<file path="src/rtl/bcd_pkg.sv">
// bcd_pkg: shared widths, FSM state type and double-dabble digit adjust.
package bcd_pkg;
  localparam int BIN_W = 16;
  localparam int DIGITS = 5;
  localparam int BCD_W = 20;
  typedef enum logic [1:0] {IDLE, CONV, DONE} bcd_state_e;
  typedef logic [BCD_W-1:0] bcd_t;
  function automatic logic [3:0] dd_adj(input logic [3:0] n);
    return (n > 4'd4) ? n + 4'd3 : n;
  endfunction
endpackage

</file>
<file path="src/rtl/bcd_shift_engine.sv">
// bcd_shift_engine: one-bit-per-step double-dabble shift register with bit counter.
module bcd_shift_engine
  import bcd_pkg::*;
(
  input  logic             clk_i,
  input  logic             rst_ni,
  input  logic             load,
  input  logic             step,
  input  logic [BIN_W-1:0] bin,
  output bcd_t             bcd,
  output logic             last
);
  logic [BCD_W+BIN_W-1:0] sr, adj;
  logic [3:0] cnt;
  always_comb begin
    adj = sr;
    for (int d = 0; d < DIGITS; d++) adj[BIN_W+4*d +: 4] = dd_adj(sr[BIN_W+4*d +: 4]);
  end
  always_ff @(posedge clk_i or negedge rst_ni) begin
    if (!rst_ni) begin
      sr <= '0;
      cnt <= '0;
    end else if (load) begin
      sr <= {{BCD_W{1'b0}}, bin};
      cnt <= '0;
    end else if (step) begin
      sr <= {adj[BCD_W+BIN_W-2:0], 1'b0};
      cnt <= cnt + 4'd1;
    end
  end
  assign bcd = sr[BCD_W+BIN_W-1:BIN_W];
  assign last = cnt == 4'd15;
endmodule

</file>
<file path="src/rtl/bcd_conv_sched.sv">
// bcd_conv_sched: round-robin scheduler sharing one binary-to-BCD engine.
// Optional leading-zero blanking output blank_o when BCD_BLANK_EN is defined.
module bcd_conv_sched
  import bcd_pkg::*;
#(
  parameter int NUM_REQ = 4,
  localparam int ID_W = (NUM_REQ > 1) ? $clog2(NUM_REQ) : 1
) (
  input  logic                     clk_i,
  input  logic                     rst_ni,
  input  logic [NUM_REQ-1:0]       req_i,
  input  logic [NUM_REQ*BIN_W-1:0] bin_i,
  output logic [NUM_REQ-1:0]       gnt_o,
  output logic                     busy_o,
  output logic                     valid_o,
  input  logic                     ready_i,
  output logic [ID_W-1:0]          id_o,
  output bcd_t                     bcd_o
`ifdef BCD_BLANK_EN
  ,
  output logic [DIGITS-1:0]        blank_o
`endif
);
  bcd_state_e state, nxt;
  logic [ID_W-1:0] ptr, id, win, idx;
  logic load, step, last;
  bcd_t bcd;
  // Walk downward so the nearest requester after ptr is the last one written.
  always_comb begin
    win = ptr;
    idx = '0;
    for (int i = NUM_REQ; i >= 1; i--) begin
      idx = ID_W'((int'(ptr) + i) % NUM_REQ);
      if (req_i[idx]) win = idx;
    end
  end
  always_comb begin
    nxt = state;
    load = 1'b0;
    step = 1'b0;
    case (state)
      IDLE: begin
        load = |req_i;
        nxt = (|req_i) ? CONV : IDLE;
      end
      CONV: begin
        step = 1'b1;
        nxt = last ? DONE : CONV;
      end
      DONE: nxt = ready_i ? IDLE : DONE;
      default: nxt = IDLE;
    endcase
  end
  always_ff @(posedge clk_i or negedge rst_ni) begin
    if (!rst_ni) begin
      state <= IDLE;
      ptr <= ID_W'(NUM_REQ - 1);
      id <= '0;
    end else begin
      state <= nxt;
      if (load) begin
        ptr <= win;
        id <= win;
      end
    end
  end
  bcd_shift_engine u_engine (
    .clk_i (clk_i),
    .rst_ni(rst_ni),
    .load  (load),
    .step  (step),
    .bin   (bin_i[BIN_W*win +: BIN_W]),
    .bcd   (bcd),
    .last  (last)
  );
  assign gnt_o = (load && rst_ni) ? NUM_REQ'(1) << win : '0;
  assign busy_o = state != IDLE;
  assign valid_o = state == DONE;
  assign id_o = id;
  assign bcd_o = bcd;
`ifdef BCD_BLANK_EN
  logic [DIGITS-1:0] blank;
  logic lead;
  always_comb begin
    blank = '0;
    lead = 1'b1;
    for (int i = DIGITS - 1; i > 0; i--) begin
      lead = lead && (bcd[4*i +: 4] == 4'd0);
      blank[i] = lead;
    end
  end
  assign blank_o = valid_o ? blank : '0;
`endif
endmodule

</file>
<file path="config.mk">
export PLATFORM = sky130hd
export DESIGN_NAME = bcd_conv_sched
export DESIGN_NICKNAME = d
export VERILOG_FILES = /design/src/rtl/bcd_pkg.sv /design/src/rtl/bcd_shift_engine.sv /design/src/rtl/bcd_conv_sched.sv
export SDC_FILE = /design/constraint.sdc
export NUM_CORES = 1
export LEC_CHECK = 0
export BUFFER_PORTS_ARGS = -buffer_cell sky130_fd_sc_hd__buf_2
export CAP_MARGIN = 40
export CORE_MARGIN = 1
export CORE_UTILIZATION = 30
export CTS_BUF_LIST = sky130_fd_sc_hd__clkbuf_8
export DETAILED_ROUTE_END_ITERATION = 7
export PLACE_DENSITY = 0.62
export SLEW_MARGIN = 20
export SYNTH_ARGS = -nofsm -noshare
export SYNTH_HDL_FRONTEND = slang
export SYNTH_HIERARCHICAL = 1
export SYNTH_SLANG_ARGS = --single-unit
</file>
<file path="constraint.sdc">
create_clock -name clk_i -period 2.2 [get_ports clk_i]
set_input_delay 0.44 -clock clk_i [delete_from_list [all_inputs] [get_ports clk_i]]
set_output_delay 0.44 -clock clk_i [all_outputs]
set_load 0.01 [all_outputs]
</file>
==> metrics list, run 1 <==
- Result of the run: finished with violations
- Violated checks: negative setup slack
- STA puts the critical path data required time at 1.76 ns.
- Summing every instance area after synthesis gives 3130 um^2.
* Starting utilization of the core area: 0.314
- In the synthesized netlist the async set-or-reset flop fraction comes to 1.00.
- Cells after synthesis: 354
- Register area share after synthesis: 0.369
- Area of the core: 9950 um^2
- Number of buffers added on ports: 98
- Ranked by total cell area, the synthesized netlist is headed by dfrtp_1 35%, nand2_1 8.9%, mux2i_1 5.4%.
- Met1 Use GR: 0.181
- Met3 usage: 0.0288
- Global-route wire length before repair: 12900 um
- The count of cells in the finished layout, fillers not included, comes to 583.
* Worst min path class: input port to asynchronous set/reset pin
- Sorting the synthesized cells by how often they occur yields 74 x nand2_1, 44 x dfrtp_1, 21 x o21ai_0.
* Initial drt markers: 130
* Share of the core filled with cells: 0.387
- Hold violation total from the final report: 0
- After detailed routing, the total wire length is 7780 um.
* Leakage component of the power: 1.84 nW
- FMAX: 440 MHz
- In this run the core area contains 36 standard-cell rows.
- During synthesis, Yosys emitted a total of 6 warnings.
- Length of the first detailed-routing pass in iterations: 4
* Unrepaired setup endpoints after global routing: yes
- Cell chosen for the clock root: clkbuf_8
- Max-cap violations in this run came to 0.
- Setup slack on the critical path of the routed design comes to -0.0718 ns.
- Remaining routing DRC violations: 0
- Number of nets in the layout: 526
* Clk buf depth: 2
- Number of clock buffers inserted by TritonCTS: 5
* Grt met2 use: 0.245
- Measured against its own limit, the worst slew margin works out to 0.602.
* Half-perimeter wire length of the detailed placement result: 5750 um
- Biggest area consumer among synthesized cells: dfrtp_1
- For the worst-skew pair, the clock arrives at the later sink with an insertion delay of 0.30 ns.
- For this design the top-level I/O count stands at 99.
- At the pin with the least slew margin, the transition time is 0.596 ns.
- Setup-violating endpoint count in the final report: 4
* Critical path endpoint category: output pin
- Count of flip-flops with a built-in enable after synthesis: 0
* Gr usage total: 0.142
- met2 is the most crowded layer.
* Overall die area: 10800 um^2
* Worst-path fanout max: 5
- Max-slew violation count: 0
* Power density cells: 1310 nW/um^2
- The number of buffers and inverters on the critical path is 1.
- Of the available clock period, the critical path in the final layout requires 1.03.
* Largest net degree at the start of global routing: 47
* Horiz. Die Dim: 104 um
- Worst slack after detailed placement: 0.109 ns
- The repair_antennas step left the layout with diodes totalling 0.
* Fraction of layout instances using a drive strength above 1: 0.344
- TritonCTS built the clock tree.
- Avg Synthesized Cell Area: 8.84 um^2
* Worst Setup Path Type: flop to output pin
- In this design, the stage delay of the slowest critical-path cell is 0.60 ns.
- Routed via count: 2921
- The slowest stage of the critical path is the dfstp_2 cell.
- The via count of the first global-routing pass is 2699.
- Using the TritonRoute via totals, the vias-per-cell ratio works out to 5.01.
* Most frequently used cell type in the post-synthesis netlist: nand2_1
- Die extent in y: 104 um
* Most used flip-flop cell after synthesis: dfrtp_1
- GP Congestion: 0.811
- Remaining antenna violation count: 0
- Global routing finished with a remaining overflow of 0.
* Relative area change from synthesis to final layout: 23.3%
* Max H-tree Level: 2
- Yosys reg bits: 46
- Top-area cell type share of the netlist area: 0.352
* Clock sink total: 46
* Period minus WS final: 2.27 ns
* Worst-case clock skew: 0.0119 ns
- Kind of cell adding the most delay to the critical path: flip-flops
* Clock transition at the registers of the reported paths: 0.10 ns
* Crit path arrival time: 1.83 ns
- Dividing the detail-routed wire length by the instance count gives 13.3 um.
- Including well taps, the total number of placed cells is 572.
- The critical path goes through mux2_4 > o221a_4 > nor3b_2 > buf_2.
- Critical Path Source Type: flop
- Count of unique library cells instantiated by Yosys: 50
* Antenna violations before repair: 0
- IR analysis of the VDD net gives a maximum drop of 0.000960 V.
* Nets in the synthesized netlist: 431
==> through the flow <==
stage	power [mW]	area, um^2	hold WS, ns	setup TNS [ns]
after floorplan	3.77	3130	0.144	0
after global placement	4.28	3710	0.518	0
after detailed placement	4.39	3710	0.522	0
after CTS	5.07	3840	0.315	-0.242
after global routing	5.49	3860	0.335	-0.516
final	5.04	3860	0.273	-0.169
==> state kept, by name, summed over array words and instances (netlist names) <==
register      count
state             2
ptr               2
u_engine/sr      36
id_o              2
u_engine/cnt      4
==> path summary, 6_finish.rpt <==
path / from / end / slack (ns) / cells after the start
setup / recovery: ptr[1] / gnt_o[1] / -0.07 / 4
hold / removal: rst_ni / u_engine/sr[23] / 0.27 / 2
setup reg to reg: ptr[1] / u_engine/sr[14] / 0.11 / 7
hold reg to reg: ptr[0] / ptr[0] / 0.54 / 2
max in group asynchronous: rst_ni / u_engine/sr[12] / 1.52 / 2
min in group clk_i: ready_i / state[1] / 0.43 / 3
==> power breakdown <==
part           internal, mW  leakage (nW)  switching [mW]
combinational          1.28          1.22            1.56
clock                 0.338        0.0504           0.301
sequential             1.23         0.575           0.336
==> worst register-to-register path: stages, from the launching register on <==
cell,delay [ns]
dfstp_2,0.60
and2b_1,0.22
o31ai_4,0.31
buf_4,0.40
a21oi_1,0.09
a32oi_1,0.24
nand2_1,0.08
o21ai_0,0.07
==> placed cells by master, fill, tap and decap left out, drive strengths merged, types with 2 or more instances in the layout <==
cell	netlist	layout
a32oi	16	16
dfstp	2	2
nor3	10	10
a2111oi	4	4
nor3b	2	2
nand2b	5	5
o211ai	2	2
xor2	2	2
o21ai	25	25
inv	19	19
mux2	2	2
nand2	75	75
or3	7	7
a21o	5	5
clkinvlp	0	2
a311oi	8	8
nor2	20	20
buf	23	113
mux2i	17	17
nand3b	2	2
o311ai	2	2
a311o	4	4
ha	6	6
nor2b	3	3
a21oi	26	26
clkbuf	2	5
dfrtp	44	44
nand3	9	9
==> layer usage <==
layer  part of all wire  routed length (um)  up-vias
met2               0.52                4030       43
met4             0.0084                  65        0
met3              0.034                 266        6
li1                   -                   -     1456
met1               0.44                3410     1416
met5                  0                   0        -
==> kinds of logic after synthesis <==
kind of cell,after synthesis,synth area share
buffers and inverters,44,0.0860
DFF,46,0.369
muxes,19,0.0640
adders and majority gates,6,0.0240
AOI/OAI and AO/OA,96,0.245
xor gates and xnor gates,3,0.00840
and+or+nand+nor,140,0.204
==> layout make-up <==
cell class,count,area [um^2]
Fill cell,1022,6100
Clock inverter,3,45.0
Tap cell,133,166
Clock buffer,5,68.8
Multi-Input combinational cell,264,1740
Inverter,19,71.3
Sequential cell,46,1150
Timing Repair Buffer,113,616
==> timing repair <==
item                       4_1_cts  5_1_grt
gates resized for setup          0        2
hold buffers                     0        0
buffers inserted                 2        1
hold endpoints to repair         0        0
pin swaps                        2        2
setup endpoints to repair        4        5
(Power assumes the default switching activity.)
==> run 2, diff against run 1 <==
SETUP_SLACK_MARGIN = 0.3   (was default)
==> metrics list, run 2 (synthesis gave the netlist of run 1 again) <==
- Result of the run: finished with violations
* Violated checks: negative setup slack
* Period minus WS final: 2.28 ns (+0.00432 ns)
- Setup slack, reg-to-reg: 0.03 ns (-0.08 ns)
- Worst hold-check slack: 0.330 ns (+0.0564 ns)
- The library cell used most frequently in the layout, excluding fill and tap cells, is buf_2.
* Worst min path class: input port to asynchronous set/reset pin
* Worst-case vdd ir drop: 0.000628 V (-35%)
- The global-route congestion overflow total was 0 (unchanged).
* Remaining antenna violation count: 0 (unchanged)
- The number of cell rows came to 36 (unchanged).
- The final wirelength came to 8140 um (+4.7%).
- The number of vias in the routed layout came to 2994 (+2.5%).
- Worst slack after detailed placement: 0.124 ns (+0.0154 ns)
- The actual transition at the worst max-transition pin was 0.608 ns (+0.0113 ns).
* Hold violation total from the final report: 0 (unchanged)
- Antenna violations before repair: 0 (unchanged)
* Area of the core: 9950 um^2 (unchanged)
- Number of buffers added on ports: 98 (unchanged)
- The cell depth of the worst flop-to-flop path is 9 (+2).
- Clock network latency to the later pin of the worst-skew pair: 0.30 ns (about the same)
* Remaining routing DRC violations: 0 (unchanged)
* Post-place instance area: 3740 um^2 (+0.77%)
- The post-cts hold buffer count is 0 (unchanged).
* Flip-flop count of the largest register, all copies and words added: 36 (unchanged)
- The part of the cycle the worst path needs is 1.03 (+0.00197).
- Detailed-route wire length per cell: 13.7 um (+3.0%)
- On the critical path, the stage with the largest delay is an instance of dfstp_2.
- The number of buffers on the longest clock path is 2 (unchanged).
- Ports placed on the boundary: 99 (unchanged)
- Global-route wire length before repair: 12800 um (-0.80%)
* Fraction of layout instances using a drive strength above 1: 0.370 (+0.0251)
- TritonCTS clock tree: done
- Power density cells: 1320 nW/um^2 (+1.0%)
- Setup WS post-layout: -0.0761 ns (-0.00432 ns)
- Max H-tree Level: 2 (unchanged)
- FMAX: 439 MHz (-0.19%)
- Clock transition at the registers of the reported paths: 0.09 ns (about the same)
- The clock sink count came to 46 (unchanged).
- Dpl cells: 571 (-0.17%)
* Worst-path fanout max: 5 (unchanged)
* Number of clock buffers inserted by TritonCTS: 5 (unchanged)
- Length of the first detailed-routing pass in iterations: 4 (unchanged)
* Power share of the sequential group: 0.288 (-0.023)
- Critical path endpoint category: output pin
- The final weighted congestion in routability-driven placement is 0.805 (-0.72%).
- The max-capacitance violation count is 0 (unchanged).
- Number of global-route vias before repair: 2837 (+5.1%)
- Worst r2r src: ptr[1]
- Starting utilization of the core area: 0.314 (unchanged)
* Overall die area: 10800 um^2 (unchanged)
* Die extent in y: 104 um (unchanged)
* Leakage component of the power: 1.96 nW (+6.5%)
- Worst Setup Path Type: flop to output pin
- The routed via count divided by cell count is 5.05 (+0.77%).
* Buf/Inv on CP: 1 (unchanged)
* Number of nets in the layout: 536 (+1.9%)
- The cell-internal power is 3.12 mW (+9.7%).
* Crit path arrival time: 1.84 ns (about the same)
- Switching Share: 0.421 (-0.0149)
- The post-route standard cell area excluding fillers came to 4080 um^2 (+5.8%).
- The tightest slew margin relative to the limit is 0.595 (-0.00757).
- The power share of the combinational group came to 0.597 (+0.035).
- Critical register-to-register path endpoint: u_engine/sr[10]
- Gr usage total: 0.141 (-0.00106)
* Crit path required time: 1.76 ns (about the same)
- Commonest cells after routing, fill and taps aside: 98 x buf_2, 69 x nand2_1, 44 x dfrtp_1
- The power dissipated by switching net loads came to 2.27 mW (+3.3%).
- The critical path ends at gnt_o[1].
* Kind of cell adding the most delay to the critical path: flip-flops
- Worst-case clock skew: 0.00838 ns (-0.00354 ns)
* Finished Layout Cells: 593 (+1.7%)
* Cell chosen for the clock root: clkbuf_8
- In this run the worst setup path begins at ptr[1].
* Cell count along the critical path: 4 (unchanged)
* Half-perimeter wire length of the detailed placement result: 5640 um (-1.9%)
- Unrepaired setup endpoints after global routing: yes
* Relative area change from synthesis to final layout: 30.4%
* Worst path cell trace: mux2_4 > o221a_4 > nor3b_4 > buf_2
- The number of diodes added for antenna fixing was 0 (unchanged).
- The setup-violating endpoint count in the final report was 4 (unchanged).
- The biggest cell delay along the critical path was 0.59 ns (about the same).
- Max-slew violation count: 0 (unchanged)
- The maximum number of pins on one net before global-route repair came to 47 (unchanged).
* Share of power burned in the clock network: 0.115 (-0.012)
* Top register by number of flip-flops: u_engine/sr
- Horiz. Die Dim: 104 um (unchanged)
- Top Registers: u_engine/sr x36, u_engine/cnt x4
- Initial drt markers: 140 (+7.7%)
* Critical Path Source Type: flop
run 2: worst min-delay path by stage:
stage,from,endpoint
after floorplan,rst_ni,id_o[0]
after global placement,id_o[1],id_o[1]
after detailed placement,u_engine/cnt[3],u_engine/cnt[3]
after CTS,rst_ni,u_engine/sr[35]
after global routing,rst_ni,u_engine/sr[31]
final,rst_ni,u_engine/sr[35]
run 2: what timing repair did:
action | in CTS | in global routing
setup buffers | 5 | 5
gates resized for setup | 26 | 6
pin swaps | 4 | 15
endpoints found under the setup margin | 19 | 21
gates cloned | 1 | 3
run 2: area by class of cell:
cell class	instances	area, um^2
inverter	19	71.3
sequential	46	1150
fill	974	5870
clock inverter	3	37.5
clock buffer	5	68.8
timing repair buffer	123	803
tap	133	166
multi-input combinational	264	1780
run 2: power groups by stage:
stage          combinational [mW]  sequential [mW]  clock [mW]
5_1_grt                      3.55             1.61       0.682
6_report                     3.22             1.55       0.618
2_1_floorplan                2.22             1.58           0
3_5_place_dp                 2.81             1.57           0
3_3_place_gp                 2.74             1.56           0
4_1_cts                      3.04             1.56       0.651
run 2: stage by stage:
| stage | util | total power [mW] | TNS (ns) |
|---|---|---|---|
| after floorplan | - | 3.80 | 0 |
| after global placement | 0.376 | 4.30 | 0 |
| after detailed placement | 0.376 | 4.38 | 0 |
| after CTS | 0.396 | 5.25 | -0.336 |
| after global routing | 0.410 | 5.85 | -1.06 |
| final | 0.410 | 5.39 | -0.227 |
run 2: layer usage:
| metal | vias to the layer above | global-route usage | wire (um) |
|---|---|---|---|
| met5 | - | 0 | 0 |
| met4 | 0 | 0.0347 | 55 |
| met3 | 9 | 0.0263 | 248 |
| met2 | 50 | 0.246 | 4150 |
| met1 | 1455 | 0.179 | 3690 |
| li1 | 1480 | - | - |
